File: src/rtl/mem_word_arb.sv
`default_nettype none
// ============================================================================
// Module      : mem_word_arb
// Description : Round-robin arbiter and beat sequencer sharing one byte-wide
//               memory port between a read/write word requester (port 0) and
//               a read-only word requester (port 1). Words are moved as four
//               big-endian byte beats.
// Revision    : 1.0 - initial release
// ============================================================================
`ifndef CPU_WIDTH
`define CPU_WIDTH 32
`endif
`ifndef CPU_BYTE
`define CPU_BYTE 8
`endif

module mem_word_arb #(
    parameter int ADDR_W = 8
) (
    input  logic                   clk,
    input  logic                   rst,
    input  logic                   p0_req,
    input  logic                   p0_we,
    input  logic [ADDR_W-1:0]      p0_addr,
    input  logic [`CPU_WIDTH-1:0]  p0_wdata,
    output logic                   p0_done,
    output logic                   p0_err,
    output logic [`CPU_WIDTH-1:0]  p0_rdata,
    input  logic                   p1_req,
    input  logic [ADDR_W-1:0]      p1_addr,
    output logic                   p1_done,
    output logic                   p1_err,
    output logic [`CPU_WIDTH-1:0]  p1_rdata,
    output logic                   mem_en,
    output logic                   mem_we,
    output logic [ADDR_W-1:0]      mem_addr,
    output logic [`CPU_BYTE-1:0]   mem_wdata,
    input  logic [`CPU_BYTE-1:0]   mem_rdata
);

    typedef enum logic [1:0] {
        S_IDLE    = 2'd0,
        S_BEAT    = 2'd1,
        S_CAPTURE = 2'd2,
        S_DONE    = 2'd3
    } state_t;

    state_t                  r_state;
    state_t                  w_next;
    logic                    r_owner;
    logic                    r_last_owner;
    logic [ADDR_W-1:0]       r_addr;
    logic                    r_we;
    logic [`CPU_WIDTH-1:0]   r_wdata;
    logic [1:0]              r_beat;
    logic                    r_err;
    logic [`CPU_WIDTH-1:0]   r_acc;
    logic                    r_rd_pend;

    logic                    w_gnt0;
    logic                    w_gnt1;
    logic                    w_gnt;
    logic                    w_gnt_port;
    logic [ADDR_W-1:0]       w_sel_addr;
    logic                    w_misaligned;
    logic [`CPU_WIDTH-1:0]   w_wshift;

    // On a tie the port that did not own the previous access wins.
    assign w_gnt0       = p0_req && (!p1_req || r_last_owner);
    assign w_gnt1       = p1_req && (!p0_req || !r_last_owner);
    assign w_gnt        = w_gnt0 || w_gnt1;
    assign w_gnt_port   = w_gnt1;
    assign w_sel_addr   = w_gnt1 ? p1_addr : p0_addr;
    assign w_misaligned = (w_sel_addr[1:0] != 2'b00);
    // Beat k takes the k-th most significant byte of the latched write word.
    assign w_wshift     = r_wdata << {r_beat, 3'b000};

    // State register.
    always_ff @(posedge clk or posedge rst) begin
        if (rst) begin
            r_state <= S_IDLE;
        end else begin
            r_state <= w_next;
        end
    end

    // Next-state logic and all port outputs, decoded from registered state.
    always_comb begin
        w_next    = r_state;
        mem_en    = 1'b0;
        mem_we    = 1'b0;
        mem_addr  = '0;
        mem_wdata = '0;
        p0_done   = 1'b0;
        p0_err    = 1'b0;
        p0_rdata  = '0;
        p1_done   = 1'b0;
        p1_err    = 1'b0;
        p1_rdata  = '0;
        case (r_state)
            S_IDLE: begin
                if (w_gnt) begin
                    w_next = w_misaligned ? S_DONE : S_BEAT;
                end
            end
            S_BEAT: begin
                mem_en   = 1'b1;
                mem_we   = r_we;
                mem_addr = r_addr + ADDR_W'(r_beat);
                if (r_we) begin
                    mem_wdata = w_wshift[`CPU_WIDTH-1 -: `CPU_BYTE];
                end
                if (r_beat == 2'd3) begin
                    w_next = r_we ? S_DONE : S_CAPTURE;
                end
            end
            S_CAPTURE: begin
                w_next = S_DONE;
            end
            S_DONE: begin
                if (r_owner) begin
                    p1_done  = 1'b1;
                    p1_err   = r_err;
                    p1_rdata = r_acc;
                end else begin
                    p0_done  = 1'b1;
                    p0_err   = r_err;
                    p0_rdata = r_acc;
                end
                w_next = S_IDLE;
            end
            default: w_next = S_IDLE;
        endcase
    end

    // Request latching at grant, beat counting and read-byte accumulation.
    always_ff @(posedge clk or posedge rst) begin
        if (rst) begin
            r_owner      <= 1'b0;
            r_last_owner <= 1'b1;
            r_addr       <= '0;
            r_we         <= 1'b0;
            r_wdata      <= '0;
            r_beat       <= 2'd0;
            r_err        <= 1'b0;
            r_acc        <= '0;
            r_rd_pend    <= 1'b0;
        end else begin
            // Read data for a beat arrives one cycle after its issue.
            r_rd_pend <= (r_state == S_BEAT) && !r_we;
            if (r_rd_pend) begin
                r_acc <= {r_acc[`CPU_WIDTH-`CPU_BYTE-1:0], mem_rdata};
            end
            if (r_state == S_IDLE && w_gnt) begin
                r_owner      <= w_gnt_port;
                r_last_owner <= w_gnt_port;
                r_addr       <= w_sel_addr;
                r_we         <= w_gnt_port ? 1'b0 : p0_we;
                r_wdata      <= w_gnt_port ? '0 : p0_wdata;
                r_beat       <= 2'd0;
                r_err        <= w_misaligned;
                r_acc        <= '0;
            end else if (r_state == S_BEAT) begin
                r_beat <= r_beat + 2'd1;
            end
        end
    end

endmodule
`default_nettype wire
File: config.mk
export PLATFORM = sky130hd
export DESIGN_NAME = mem_word_arb
export DESIGN_NICKNAME = d
export VERILOG_FILES = /design/src/rtl/mem_word_arb.sv
export SDC_FILE = /design/constraint.sdc
export NUM_CORES = 1
export LEC_CHECK = 0
export ABC_AREA = 1
export CAP_MARGIN = 20
export CORE_MARGIN = 2
export CORE_UTILIZATION = 37
export CTS_BUF_LIST = sky130_fd_sc_hd__clkbuf_2 sky130_fd_sc_hd__clkbuf_4 sky130_fd_sc_hd__clkbuf_8
export DETAILED_ROUTE_END_ITERATION = 10
export GPL_ROUTABILITY_DRIVEN = 0
export PLACE_DENSITY = 0.67
export SYNTH_ARGS = -nofsm -noshare
export SYNTH_HDL_FRONTEND = slang
export SYNTH_SLANG_ARGS = --single-unit
File: constraint.sdc
create_clock -name clk -period 4.56 [get_ports clk]
set_input_delay 0.684 -clock clk [delete_from_list [all_inputs] [get_ports clk]]
set_output_delay 0.684 -clock clk [all_outputs]
set_load 0.05 [all_outputs]
# [Yosys cells after proc, flatten, opt, wreduce, memory -nomap -nowiden]
# Index checks and enable logic that the tools add are counted.
[op_classes] add_sub_neg=2 n_eq_ne=6 n_mux=29 reduce_logical=16 n_shift=1
[ops] operator="$mux W32" count=7
[ops] operator="$mux W8" count=4
[ops] operator="$shl A32 B5 Y32" count=1
[ops] operator="$mux W1" count=12
[ops] operator="$mux W2" count=5
[ops] operator="$add A8 B2 Y8" count=1
[ops] operator="$pmux W2 S4" count=1
[ops] operator="$eq A2 B2 Y1 const B" count=3
[ops] operator="$reduce_bool A2 Y1" count=3
[ops] operator="$logic_and A1 B1 Y1" count=4
[ops] operator="$logic_not A1 Y1" count=4
[ops] operator="$ne A2 B2 Y1 const B" count=2
[ops] operator="$logic_or A1 B1 Y1" count=3
[ops] operator="$add A2 B1 Y2 const B" count=1
[ops] operator="$eq A2 B1 Y1 const B" count=1
[ops] operator="$logic_not A2 Y1" count=1
[ops] operator="$reduce_and A2 Y1" count=1
[word_totals] wordCells=64 in_bits=61 out_inout_bits=86 regBits=81

# [Longest topological paths before layout]
[logic_depth] depth_word=8 ltp_mapped=8

# [Worst setup path after synthesis]
# No wires, ideal clock.
[synth_timing] path_type="flip-flop to output port" startpoint="register r_state[1]" endpoint="output mem_addr[2]" path_stages_with_launch=6 path_buffers=1 t_required_ns=3.876 slack_ns=1.686 t_arrival_ns=2.190 cell_sequence="dfrtp_1 inv_1 ha_1 clkbuf_1 o21ai_0 a21oi_1"
[synth_between] elab_chain_cells=2
[synth_rtl] element="start: declaration" line_no="48" rtl="state_t r_state;"
[synth_rtl] element="start signal: assignment" line_no="83" rtl="r_state <= w_next;"
[synth_rtl] element="$eq A2 B1 Y1" line_no="100" rtl="case (r_state)"
[synth_rtl] element="$mux W8" line_no="100"
[synth_rtl] element="end: declaration" line_no="36" rtl="output logic [ADDR_W-1:0] mem_addr,"
# Every way passes these cells.

# [Final worst setup path]
[layout_timing] startpoint="register r_beat[1]" endpoint="output mem_addr[6]"
[layout_between] elab_chain_cells=2
[layout_rtl] element="start: declaration" line_no="55" rtl="logic [1:0] r_beat;"
[layout_rtl] element="start signal: assignment" line_no="164" rtl="r_beat <= r_beat + 2'd1;"
[layout_rtl] element="$add A8 B2 Y8" line_no="109" rtl="mem_addr = r_addr + ADDR_W'(r_beat);"
[layout_rtl] element="$mux W8" line_no="100"
# Every way passes these cells.

==> results.json <==
{
  "n_antenna_cell": 0,
  "ys_ff_latch": 81,
  "synth_area_leader_cell": "sky130_fd_sc_hd__dfrtp_1",
  "timing.clock.skew_ns": 0.0120,
  "synth.distinct_cells": 28,
  "cts-hold-fix-buffers": 0,
  "grt_overflow": 0,
  "synth_common_cells": "sky130_fd_sc_hd__dfrtp_1, sky130_fd_sc_hd__inv_1, sky130_fd_sc_hd__nor2_1",
  "grt_use_met3_pct": 2.32,
  "worst_setup_path_start_kind": "flop",
  "ioPinCount": 147,
  "detailedPlace.worstSlack_ns": 1.45,
  "grt_start_max_net_pins": 48,
  "slew_headroom_pct": 48.8,
  "use_met2_pct": 30.7,
  "period_share_pct": 76.4,
  "area_growth_syn_to_layout_pct": 39.2,
  "final.min_clock_period_ns": 3.48,
  "grt_setup_unrepaired": "no",
  "dr.first_iter.drc_count": 151,
  "floorplan.rows": 39,
  "nNetsFinal": 743,
  "drt_pre_antenna_iters": 4,
  "worstHoldPathType": "reg -> reg",
  "cts-htree-levels": 3,
  "syn-mean-instance-area_um2": 7.95,
  "crit_path_max_fanout": 14,
  "detailed_place.area_um2": 5790,
  "design_area_um2": 6060,
  "initial_core_util_pct": 37.9,
  "synth_top_flop_cell": "sky130_fd_sc_hd__dfrtp_1",
  "clk-insertion-delay-late_ns": 0.34,
  "dp_hpwl_mm": 8.12,
  "worst_path_max_delay_cell": "sky130_fd_sc_hd__clkdlybuf4s50_1",
  "die-width_um": 112,
  "synthesized_area_fraction_occupied_by_ao_oa_aoi_and_oai_cells_pct": 18.0,
  "dieArea_um2": 12600,
  "syn_nets": 615,
  "synthAdderAreaFrac_pct": 2.19,
  "fillers": 1126,
  "path_class": "reg -> out",
  "antenna_violations_before_repair": 0,
  "setup-violations-final": 0,
  "detail_route.wl_per_cell_um": 13.7,
  "cp.required_ns": 3.88,
  "synthMuxAreaShare_pct": 0,
  "standby_leakage_power_uw": 0.00260,
  "worst-endpoint-arrival_ns": 2.80,
  "post-route-worst-setup-slack_ns": 1.08,
  "maxSlewViolCount": 0,
  "synth_cells": 547,
  "groute.layer.met1.usage_pct": 23.9,
  "min-delay-start": "r_last_owner",
  "cp-startpoint": "r_beat[1]",
  "critical_path.endpoint_type": "primary output",
  "fmax_mhz": 287,
  "clock_path_buffers": 2,
  "synth-warning-count": 0,
  "powerDensity_nw_per_um2": 574,
  "cp_cell_sequence": "fa_1, nand2_1, nor2_1, nand2_1, o21ai_0, a21oi_1, clkdlybuf4s50_1",
  "fp.dieH_um": 112,
  "cts_inserted_buffers": 9,
  "tightest_slew_ns": 0.766,
  "clkSinkCount": 81,
  "clkSlewWorstSetupHoldPaths_ns": 0.08,
  "vias_in_the_first_global_route": 3862,
  "yosys.area_share.simple_pct": 20.3,
  "postCtsSetupBuffers": 0,
  "wirelength_mm": 11.3,
  "cts_tree": "built",
  "synth.yosys.seq_area_share_pct": 46.6,
  "outcome": "finished, final reports clean",
  "synth-xor-area-share_pct": 0.403,
  "share_of_flip_flops_with_an_asynchronous_set_or_reset_after_synthesis_pct": 100,
  "vdd_ir_drop_max_v": 0.000273,
  "finalPower_uw": 3480,
  "final_antenna_net_count": 0,
  "io_buffer_count": 146,
  "global_route.peak_usage_layer": "met2",
  "path_common_cell": "sky130_fd_sc_hd__nand2_1",
  "cts.root.buffer_cell": "sky130_fd_sc_hd__clkbuf_8",
  "post_cts_resized": 0,
  "drcViolationCount": 0,
  "grt_pass1_wl_mm": 18.7,
  "syn_area_um2": 4350,
  "synth_top_cells_by_area": "sky130_fd_sc_hd__dfrtp_1, sky130_fd_sc_hd__inv_1, sky130_fd_sc_hd__nor2_1, sky130_fd_sc_hd__nand2_1, sky130_fd_sc_hd__nand3_1",
  "grt_usage_pct": 18.0,
  "dominant_combinational_cell_family_by_area_after_synthesis": "simple AND/OR/NAND/NOR gates",
  "hold_viol": 0,
  "vias": 3938,
  "setup-tns-final_ns": 0,
  "max_stage_delay_ns": 0.83,
  "final_util_pct": 52.8,
  "worst_r2r_startpoint": "r_state[1]",
  "drive_gt1_share_pct": 9.26,
  "viasPerCell": 4.78,
  "synth.top_cell.area_share_pct": 46.0,
  "cap_violations": 0,
  "synth_edf_count": 0,
  "design.core.area_um2": 11500
}
==> flip-flops by register name (all words and copies together), names as in the netlist <==
name / count
r_state: 2
r_we: 1
r_last_owner: 1
r_addr: 8
r_beat: 2
r_acc: 32
r_rd_pend: 1
r_wdata: 32
r_owner: 1
r_err: 1
==> cell type report <==
cell class / count / area, µm² / share of cell area (%)
Multi-Input combinational cell: 348 / 1780 / 29.3
Tap cell: 143 / 179 / 2.95
Clock buffer: 12 / 159 / 2.62
Inverter: 82 / 309 / 5.10
Sequential cell: 81 / 2030 / 33.5
Timing Repair Buffer: 153 / 1550 / 25.7
Clock inverter: 4 / 51.3 / 0.847
==> metrics by stage <==
stage / std cells / hold slack [ns]
global route: 823 / 0.508
floorplan: 547 / 0.426
CTS: 821 / 0.473
global placement: 805 / 0.458
finish: 823 / 0.473
detailed placement: 805 / 0.462
==> final timing paths <==
kind | endpoint | slack [ns] | cells past startpoint
worst max register to register | r_wdata[9] | 2.17 | 6
max in group asynchronous | r_last_owner | 2.78 | 3
min in group asynchronous | r_acc[29] | 0.75 | 2
worst min-delay path | r_last_owner | 0.47 | 2
worst max-delay path | mem_addr[6] | 1.08 | 7
worst min register to register | r_last_owner | 0.47 | 2
==> worst max-delay path, delay by kind of cell, from the launching register on <==
kind / cells / cell delay (ns)
adder cells (fa/ha/maj): 1 / 0.53
flip-flops: 1 / 0.60
AND/OR/NAND/NOR: 3 / 0.24
buffers and inverters: 1 / 0.83
AO/OA/AOI/OAI: 2 / 0.26
==> metal layers <==
metal	share of wire, %	vias up
met1	45	1818
met5	0	-
met2	50	106
li1	-	2001
met3	4.2	13
met4	1.4	0
==> kinds of logic after synthesis <==
group                    count (synthesis)
buffers and inverters                  118
adder cells (fa/ha/maj)                  7
AO/OA/AOI/OAI                          130
flip-flops                              81
AND/OR/NAND/NOR                        209
XOR/XNOR                                 2
==> layout by cell type (no fill, tap or decap), drive strengths merged <==
master	netlist	final
inv	82	81
clkinv	0	3
o21ai	96	96
o211ai	7	7
clkbuf	16	12
nand2	74	74
nor2	76	76
dfrtp	80	80
or2	2	2
nand3	54	54
ha	6	6
dfstp	1	1
xor2	1	1
a21oi	27	27
buf	20	7
xnor2	1	1
bufinv	0	1
clkinvlp	0	1
nand4	1	1
nor3	1	1
fa	1	1
clkdlybuf4s50	0	146
nand3b	1	1
==> report_power, final <==
group	internal, µW	switching, µW	total, µW
clock network	290	255	544
registers	1010	160	1170
logic	565	1200	1770
total	1860	1620	3480
No activity file was read; power rests on OpenSTA's default activity.
